`config.mk`:
```
export PLATFORM = sky130hd
export DESIGN_NAME = bf_pdep_pipe_flat
export DESIGN_NICKNAME = d
export VERILOG_FILES = /design/src/rtl/bf_pdep_pipe_if.sv /design/src/rtl/bf_pdep_pipe.sv /design/src/flat_wrapper.sv
export SDC_FILE = /design/constraint.sdc
export NUM_CORES = 1
export LEC_CHECK = 0
export CORE_MARGIN = 1.5
export CORE_UTILIZATION = 31
export CTS_CLUSTER_SIZE = 30
export DETAILED_ROUTE_END_ITERATION = 16
export GPL_ROUTABILITY_DRIVEN = 1
export SYNTH_ARGS = -nofsm -noshare
export SYNTH_HDL_FRONTEND = slang
export SYNTH_SLANG_ARGS = --single-unit
```
`constraint.sdc`:
```
create_clock -name clk -period 7.6 [get_ports clk]
set_input_delay 0.76 -clock clk [delete_from_list [all_inputs] [get_ports clk]]
set_output_delay 0.76 -clock clk [all_outputs]
set_load 0.1 [all_outputs]
```
`src/rtl/bf_pdep_pipe_if.sv`:
```
// Bundle of the stream-in, stream-out and config-write signals of bf_pdep_pipe.
// slave is the pipeline's view; master is the producer/consumer view.
interface bf_pdep_pipe_if #(
    parameter int DATA_WIDTH = 16,
    parameter int LANES      = 2,
    parameter int ADDR_WIDTH = 2
);
    localparam int N    = DATA_WIDTH / LANES;
    localparam int HALF = N / 2;

    // Both streams use valid/ready: a beat moves on a clock edge where valid and
    // ready are both 1; valid and its payload stay put until that happens.
    logic                  s_valid;
    logic                  s_ready;
    logic [ADDR_WIDTH-1:0] s_addr;
    logic [DATA_WIDTH-1:0] s_data;
    logic                  m_valid;
    logic                  m_ready;
    logic [DATA_WIDTH-1:0] m_data;
    logic                  cfg_we;
    logic [ADDR_WIDTH-1:0] cfg_addr;
    logic [7:0]            cfg_stage;
    logic [HALF-1:0]       cfg_wdata;
    logic                  cfg_err;

    modport slave (
        input  s_valid, s_addr, s_data, m_ready, cfg_we, cfg_addr, cfg_stage, cfg_wdata,
        output s_ready, m_valid, m_data, cfg_err
    );

    modport master (
        output s_valid, s_addr, s_data, m_ready, cfg_we, cfg_addr, cfg_stage, cfg_wdata,
        input  s_ready, m_valid, m_data, cfg_err
    );
endinterface

```
`src/rtl/bf_pdep_pipe.sv`:
```
// Bit-plane butterfly network with per-beat selectable control words; stages
// flagged in PIPED_MASK are registered, the rest are combinational.
module bf_pdep_pipe #(
    parameter int                   DATA_WIDTH = 16,
    parameter int                   LANES      = 2,
    parameter int                   STAGE_NUM  = 3,
    parameter int                   ADDR_WIDTH = 2,
    parameter logic [STAGE_NUM-1:0] PIPED_MASK = 3'b101
) (
    input  logic          clk,
    input  logic          rst,
    bf_pdep_pipe_if.slave bus
);
    localparam int N     = DATA_WIDTH / LANES;
    localparam int HALF  = N / 2;
    localparam int CW    = STAGE_NUM * HALF;
    localparam int DEPTH = 1 << ADDR_WIDTH;
    localparam logic [7:0] STAGE_LIM = 8'(STAGE_NUM);

    // Element q of lane p sits at bit LANES*q+p, so swapping elements across all
    // lanes is a swap of bit groups and no lane shuffle is needed at either end.
    function automatic logic [DATA_WIDTH-1:0] butterfly(input logic [DATA_WIDTH-1:0] d,
                                                        input logic [HALF-1:0]       ctl,
                                                        input int                    s);
        logic [DATA_WIDTH-1:0] r;
        int lo;
        int hi;
        r = d;
        for (int k = 0; k < HALF; k++) begin
            lo = ((k >> s) << (s + 1)) + (k & ((1 << s) - 1));
            hi = lo + (1 << s);
            if (ctl[k]) begin
                for (int p = 0; p < LANES; p++) begin
                    r[LANES*lo+p] = d[LANES*hi+p];
                    r[LANES*hi+p] = d[LANES*lo+p];
                end
            end
        end
        return r;
    endfunction

    logic [CW-1:0]         r_cfg [DEPTH];
    logic                  r_cfg_err;
    logic                  r_in_vld;
    logic [DATA_WIDTH-1:0] r_in_dat;
    logic [CW-1:0]         r_in_cfg;
    logic                  r_stg_vld [STAGE_NUM];
    logic [DATA_WIDTH-1:0] r_stg_dat [STAGE_NUM];
    logic [CW-1:0]         r_stg_cfg [STAGE_NUM];
    logic                  w_stg_vld [STAGE_NUM];
    logic [DATA_WIDTH-1:0] w_stg_dat [STAGE_NUM];
    logic [CW-1:0]         w_stg_cfg [STAGE_NUM];
    logic                  w_cur_vld;
    logic [DATA_WIDTH-1:0] w_cur_dat;
    logic [CW-1:0]         w_cur_cfg;
    logic                  w_adv;

    assign w_adv       = !w_cur_vld || bus.m_ready;
    assign bus.s_ready = w_adv && !rst;
    assign bus.m_valid = w_cur_vld && !rst;
    assign bus.m_data  = w_cur_dat;
    assign bus.cfg_err = r_cfg_err;

    // Out-of-range stage writes are dropped; the error pulse follows one cycle later.
    always_ff @(posedge clk) begin
        if (rst) begin
            for (int a = 0; a < DEPTH; a++) r_cfg[a] <= '0;
            r_cfg_err <= 1'b0;
        end else begin
            r_cfg_err <= bus.cfg_we && (bus.cfg_stage >= STAGE_LIM);
            if (bus.cfg_we) begin
                for (int s = 0; s < STAGE_NUM; s++) begin
                    if (bus.cfg_stage == 8'(s)) r_cfg[bus.cfg_addr][s*HALF +: HALF] <= bus.cfg_wdata;
                end
            end
        end
    end

    // Walk the stages in order; a registered stage breaks the chain at its flop.
    always_comb begin
        w_cur_vld = r_in_vld;
        w_cur_dat = r_in_dat;
        w_cur_cfg = r_in_cfg;
        for (int s = 0; s < STAGE_NUM; s++) begin
            w_stg_vld[s] = w_cur_vld;
            w_stg_dat[s] = butterfly(w_cur_dat, w_cur_cfg[s*HALF +: HALF], s);
            w_stg_cfg[s] = w_cur_cfg;
            if (PIPED_MASK[s]) begin
                w_cur_vld = r_stg_vld[s];
                w_cur_dat = r_stg_dat[s];
                w_cur_cfg = r_stg_cfg[s];
            end else begin
                w_cur_vld = w_stg_vld[s];
                w_cur_dat = w_stg_dat[s];
            end
        end
    end

    always_ff @(posedge clk) begin
        if (rst) begin
            r_in_vld <= 1'b0;
            for (int s = 0; s < STAGE_NUM; s++) begin
                if (PIPED_MASK[s]) r_stg_vld[s] <= 1'b0;
            end
        end else if (w_adv) begin
            r_in_vld <= bus.s_valid;
            for (int s = 0; s < STAGE_NUM; s++) begin
                if (PIPED_MASK[s]) r_stg_vld[s] <= w_stg_vld[s];
            end
        end
    end

    // The config word is sampled with the beat, so later writes cannot reach it.
    always_ff @(posedge clk) begin
        if (w_adv) begin
            r_in_dat <= bus.s_data;
            r_in_cfg <= r_cfg[bus.s_addr];
            for (int s = 0; s < STAGE_NUM; s++) begin
                if (PIPED_MASK[s]) begin
                    r_stg_dat[s] <= w_stg_dat[s];
                    if (s < STAGE_NUM - 1) r_stg_cfg[s] <= w_stg_cfg[s];
                end
            end
        end
    end
endmodule

```
`src/flat_wrapper.sv`:
```
// flat-port wrapper written by rule: the top's interface ports become plain ports
module bf_pdep_pipe_flat 
#(
    parameter int                   DATA_WIDTH = 16,
    parameter int                   LANES      = 2,
    parameter int                   STAGE_NUM  = 3,
    parameter int                   ADDR_WIDTH = 2,
    parameter logic [STAGE_NUM-1:0] PIPED_MASK = 3'b101
)
  (clk, rst, bus_s_valid, bus_s_addr, bus_s_data, bus_m_ready, bus_cfg_we, bus_cfg_addr, bus_cfg_stage, bus_cfg_wdata, bus_s_ready, bus_m_valid, bus_m_data, bus_cfg_err);
  bf_pdep_pipe_if #(.DATA_WIDTH(DATA_WIDTH), .LANES(LANES), .ADDR_WIDTH(ADDR_WIDTH)) bus_i ();
  input  logic clk;
  input  logic rst;
  input wire logic [$bits(bus_i.s_valid)-1:0] bus_s_valid;
  input wire logic [$bits(bus_i.s_addr)-1:0] bus_s_addr;
  input wire logic [$bits(bus_i.s_data)-1:0] bus_s_data;
  input wire logic [$bits(bus_i.m_ready)-1:0] bus_m_ready;
  input wire logic [$bits(bus_i.cfg_we)-1:0] bus_cfg_we;
  input wire logic [$bits(bus_i.cfg_addr)-1:0] bus_cfg_addr;
  input wire logic [$bits(bus_i.cfg_stage)-1:0] bus_cfg_stage;
  input wire logic [$bits(bus_i.cfg_wdata)-1:0] bus_cfg_wdata;
  output wire logic [$bits(bus_i.s_ready)-1:0] bus_s_ready;
  output wire logic [$bits(bus_i.m_valid)-1:0] bus_m_valid;
  output wire logic [$bits(bus_i.m_data)-1:0] bus_m_data;
  output wire logic [$bits(bus_i.cfg_err)-1:0] bus_cfg_err;
  assign bus_i.s_valid = bus_s_valid;
  assign bus_i.s_addr = bus_s_addr;
  assign bus_i.s_data = bus_s_data;
  assign bus_i.m_ready = bus_m_ready;
  assign bus_i.cfg_we = bus_cfg_we;
  assign bus_i.cfg_addr = bus_cfg_addr;
  assign bus_i.cfg_stage = bus_cfg_stage;
  assign bus_i.cfg_wdata = bus_cfg_wdata;
  assign bus_s_ready = bus_i.s_ready;
  assign bus_m_valid = bus_i.m_valid;
  assign bus_m_data = bus_i.m_data;
  assign bus_cfg_err = bus_i.cfg_err;
  bf_pdep_pipe #(.DATA_WIDTH(DATA_WIDTH), .LANES(LANES), .STAGE_NUM(STAGE_NUM), .ADDR_WIDTH(ADDR_WIDTH), .PIPED_MASK(PIPED_MASK)) u_core (.clk(clk), .rst(rst), .bus(bus_i));
endmodule
```
==> impl_metrics.csv <==
group,metric,value,unit
floorplanning,initial_core_util,31.8,%
finish,fin_cells,572,
synth,yosys.cell_count.top_type,"edfxtp_1",
status,status,"complete, no violations",
setup_path,cp.required,6.84,ns
floorplanning,io_pins,56,
timing,hold_violations,0,
clock_tree,clock_sinks,120,
setup_path,cp-end-kind,"primary output",
route,drc,0,
clock_tree,h-tree-depth,4,
power_and_ir_drop,power.density,310,nW/um^2
clock_tree,numCtsBuffers,17,
setup_path,critical_path.max_stage_delay,1.12,ns
route,top_layer,"met4",
timing,slew_viol_final,0,
setup_path,crit_path_frequent_cell,"clkdlybuf4s50_1",
finish,nFillCells,1488,
grt,grt_pass1_wl,14400,um
place,dp_slack,3.46,ns
floorplanning,die_w,131,um
timing,slew_headroom,24.2,%
setup_path,startpoint_type,"input port",
finish,multi_input_comb_area,1330,um^2
grt,grt_max_degree,74,
synth,ys_top_cells_by_area,"edfxtp_1, mux2i_1, mux4_2",
min_path,hold_start,"u_core.r_in_cfg[10]",
route,wl_met3,570,um
finish,seq_area,3580,um^2
finish,antenna_cells,0,
floorplanning,core,15900,um^2
setup_path,rrSetupSlack,5.93,ns
setup_path,rr_worst_depth,3,
min_path,hold_depth,0,
synth,synth_seq_area_share,71.0,%
place,hpwl,6240,um
clock_tree,post_cts_buffers,0,
min_path,min_to,"u_core.r_stg_cfg[0][10]",
clock_tree,hold_buffers,0,
route,firstDrtPassIters,5,
synth,synth_edf_count,118,
synth,synth_top_area_cell,"edfxtp_1",
synth,synth_nets,330,
timing,fin_skew,0.0124,ns
setup_path,cp_num_buf_inv,3,
floorplanning,die_h,131,um
synth,yosysUniqueCellTypes,27,
clock_tree,clkTransAtPathRegs,0.06,ns
finish,fin_nets,380,
route,drt_iter0_markers,171,
setup_path,r2r-end,"u_core.r_stg_vld[0]",
route,route.met2.wl,4500,um
finish,drive_gt1_share,19.9,%
timing,min_period_over_period,53.7,%
setup_path,critPathArrivalTime,3.32,ns
synth,ys.warnings.count,0,
synth,synth_seq_cells,120,
synth,yosysTopAreaCellShare,70.2,%
synth,ys_async_sr_fraction,0,%
synth,synth_area_per_cell,17.2,um^2
grt,antenna_found_initial,0,
timing,setup_violations,0,
setup_path,cp_top_family,"buffers and inverters",
place,gp_congestion,0.774,
grt,grt-ovfl-total,0,
place,port_buffers,55,
route,drt-total-wl,9230,um
finish,utilization,40.0,%
synth,ys.flop_type,"edfxtp_1",
timing,fin_setup_tns,0,ns
floorplanning,rows,46,
route,post_drt_wl_per_cell,16.1,um
grt,grt_usage,11.8,%
min_path,hold_path_class,"register to register",
route,met1Wirelength,4030,um
floorplanning,dieArea,17100,um^2
timing,setup_ws,3.52,ns
setup_path,critPathSlowestCell,"clkdlybuf4s50_1",
timing,layout_min_cycle_time,4.08,ns
timing,worst-slew-pin-transition,1.14,ns
setup_path,cp_cell_sequence,"clkdlybuf4s50_1, nand2b_2, buf_4, and2_1, clkdlybuf4s50_1",
clock_tree,cts_resized,0,
clock_tree,cts_max_path_buffers,2,
route,vias,2677,
power_and_ir_drop,vdd_drop_max,144,uV
synth,synthCells,293,
clock_tree,worst_skew_pair.late_latency,0.42,ns
synth,synth_area,5050,um^2
route,viasPerCell,4.68,
grt,first_global_vias,2692,
synth,synth_commonest_cells,"edfxtp_1, mux2i_1, nor4_1, and2_1, mux2_2",
route,ant_nets,0,
clock_tree,cts_tree,"built",
setup_path,path_max_fanout,73,
timing,rsz0062_at_grt,"false",
power_and_ir_drop,p_leak,2.21,nW
setup_path,path_class,"input port to primary output",
finish,area_growth,25.9,%
clock_tree,cts_root_buf,"clkbuf_16",
run,cap_viol_max_count,0,
timing,max_freq,245,MHz
place,post-place-cells,540,
power_and_ir_drop,power,1.97,mW
setup_path,r2r-start,"u_core.r_stg_vld[2]",
==> layout make-up <==
class	count	area share [%]
Multi-Input combinational cell	145	20.9
Tap cell	216	4.25
Clock inverter	15	2.78
Inverter	3	0.177
Clock buffer	17	6.69
Timing Repair Buffer	56	8.78
Sequential cell	120	56.4
==> sequential cells by signal, indices dropped and copies added, names as in the netlist <==
signal,flops
u_core.r_in_dat,16
u_core.r_cfg,48
u_core.r_stg_dat,32
u_core.r_in_cfg,12
u_core.r_in_vld,1
u_core.r_stg_vld,2
u_core.r_stg_cfg,8
u_core.bus.cfg_err,1
==> layout by cell type (no fill, tap or decap), drive strengths merged, types with 2 or more instances in the layout <==
cell           Yosys  layout
bufinv             0       3
mux4              12      12
nor2               2       2
mux2i             33      33
o41ai              9       9
and2              17      17
edfxtp           118     118
clkinvlp           0       6
nor4              27      27
mux2              16      16
and3               2       2
inv                3       5
or2                6       6
dfxtp              2       2
nand2b             4       4
clkinv             0       4
clkdlybuf4s50      0      55
nand2             10      10
clkbuf            14      17
==> how the worst max path moves through the flow <==
| stage | startpoint | to | cells past startpoint |
|---|---|---|---|
| CTS | bus_m_ready | bus_s_ready | 5 |
| floorplan | bus_m_ready | bus_s_ready | 2 |
| global route | bus_m_ready | bus_s_ready | 5 |
| global placement | bus_m_ready | bus_s_ready | 5 |
| detailed placement | bus_m_ready | bus_s_ready | 5 |
| finish | bus_m_ready | bus_s_ready | 5 |
==> per-layer routing <==
| metal | global-route usage [%] | vias to the layer above |
|---|---|---|
| met5 | 0 | - |
| met4 | 5.95 | 0 |
| met3 | 4.28 | 9 |
| met2 | 18.8 | 93 |
| met1 | 14.3 | 1300 |
| li1 | - | 1275 |
==> metrics by stage <==
step | hold slack [ns] | cell area, um^2
4_1_cts | 0.416 | 6360
3_3_place_gp | 0.404 | 5750
6_report | 0.412 | 6360
3_5_place_dp | 0.405 | 5750
5_1_grt | 0.425 | 6360
2_1_floorplan | 0.400 | 5050
==> cell families (layout without fill, tap and decap cells) <==
family	count (synthesis)	in the layout	synth area share, %
buffers and inverters	28	91	2.73
flip-flops	120	120	71.0
AND/OR/NAND/NOR	73	73	8.60
multiplexers	61	61	15.5
AO/OA/AOI/OAI	11	11	2.25
==> worst reg2reg max path, stage by stage (launching register included) <==
cell	delay [ns]
edfxtp_1	0.39
nand2b_2	0.08
buf_4	0.67
nand2b_1	0.24
==> power by group <==
group	internal [mW]	switching, mW	total, mW
clock network	0.514	0.293	0.807
registers	0.805	0.0335	0.839
logic	0.0974	0.225	0.322
total	1.42	0.551	1.97
Note: power is estimated with default switching activity, not from simulation.
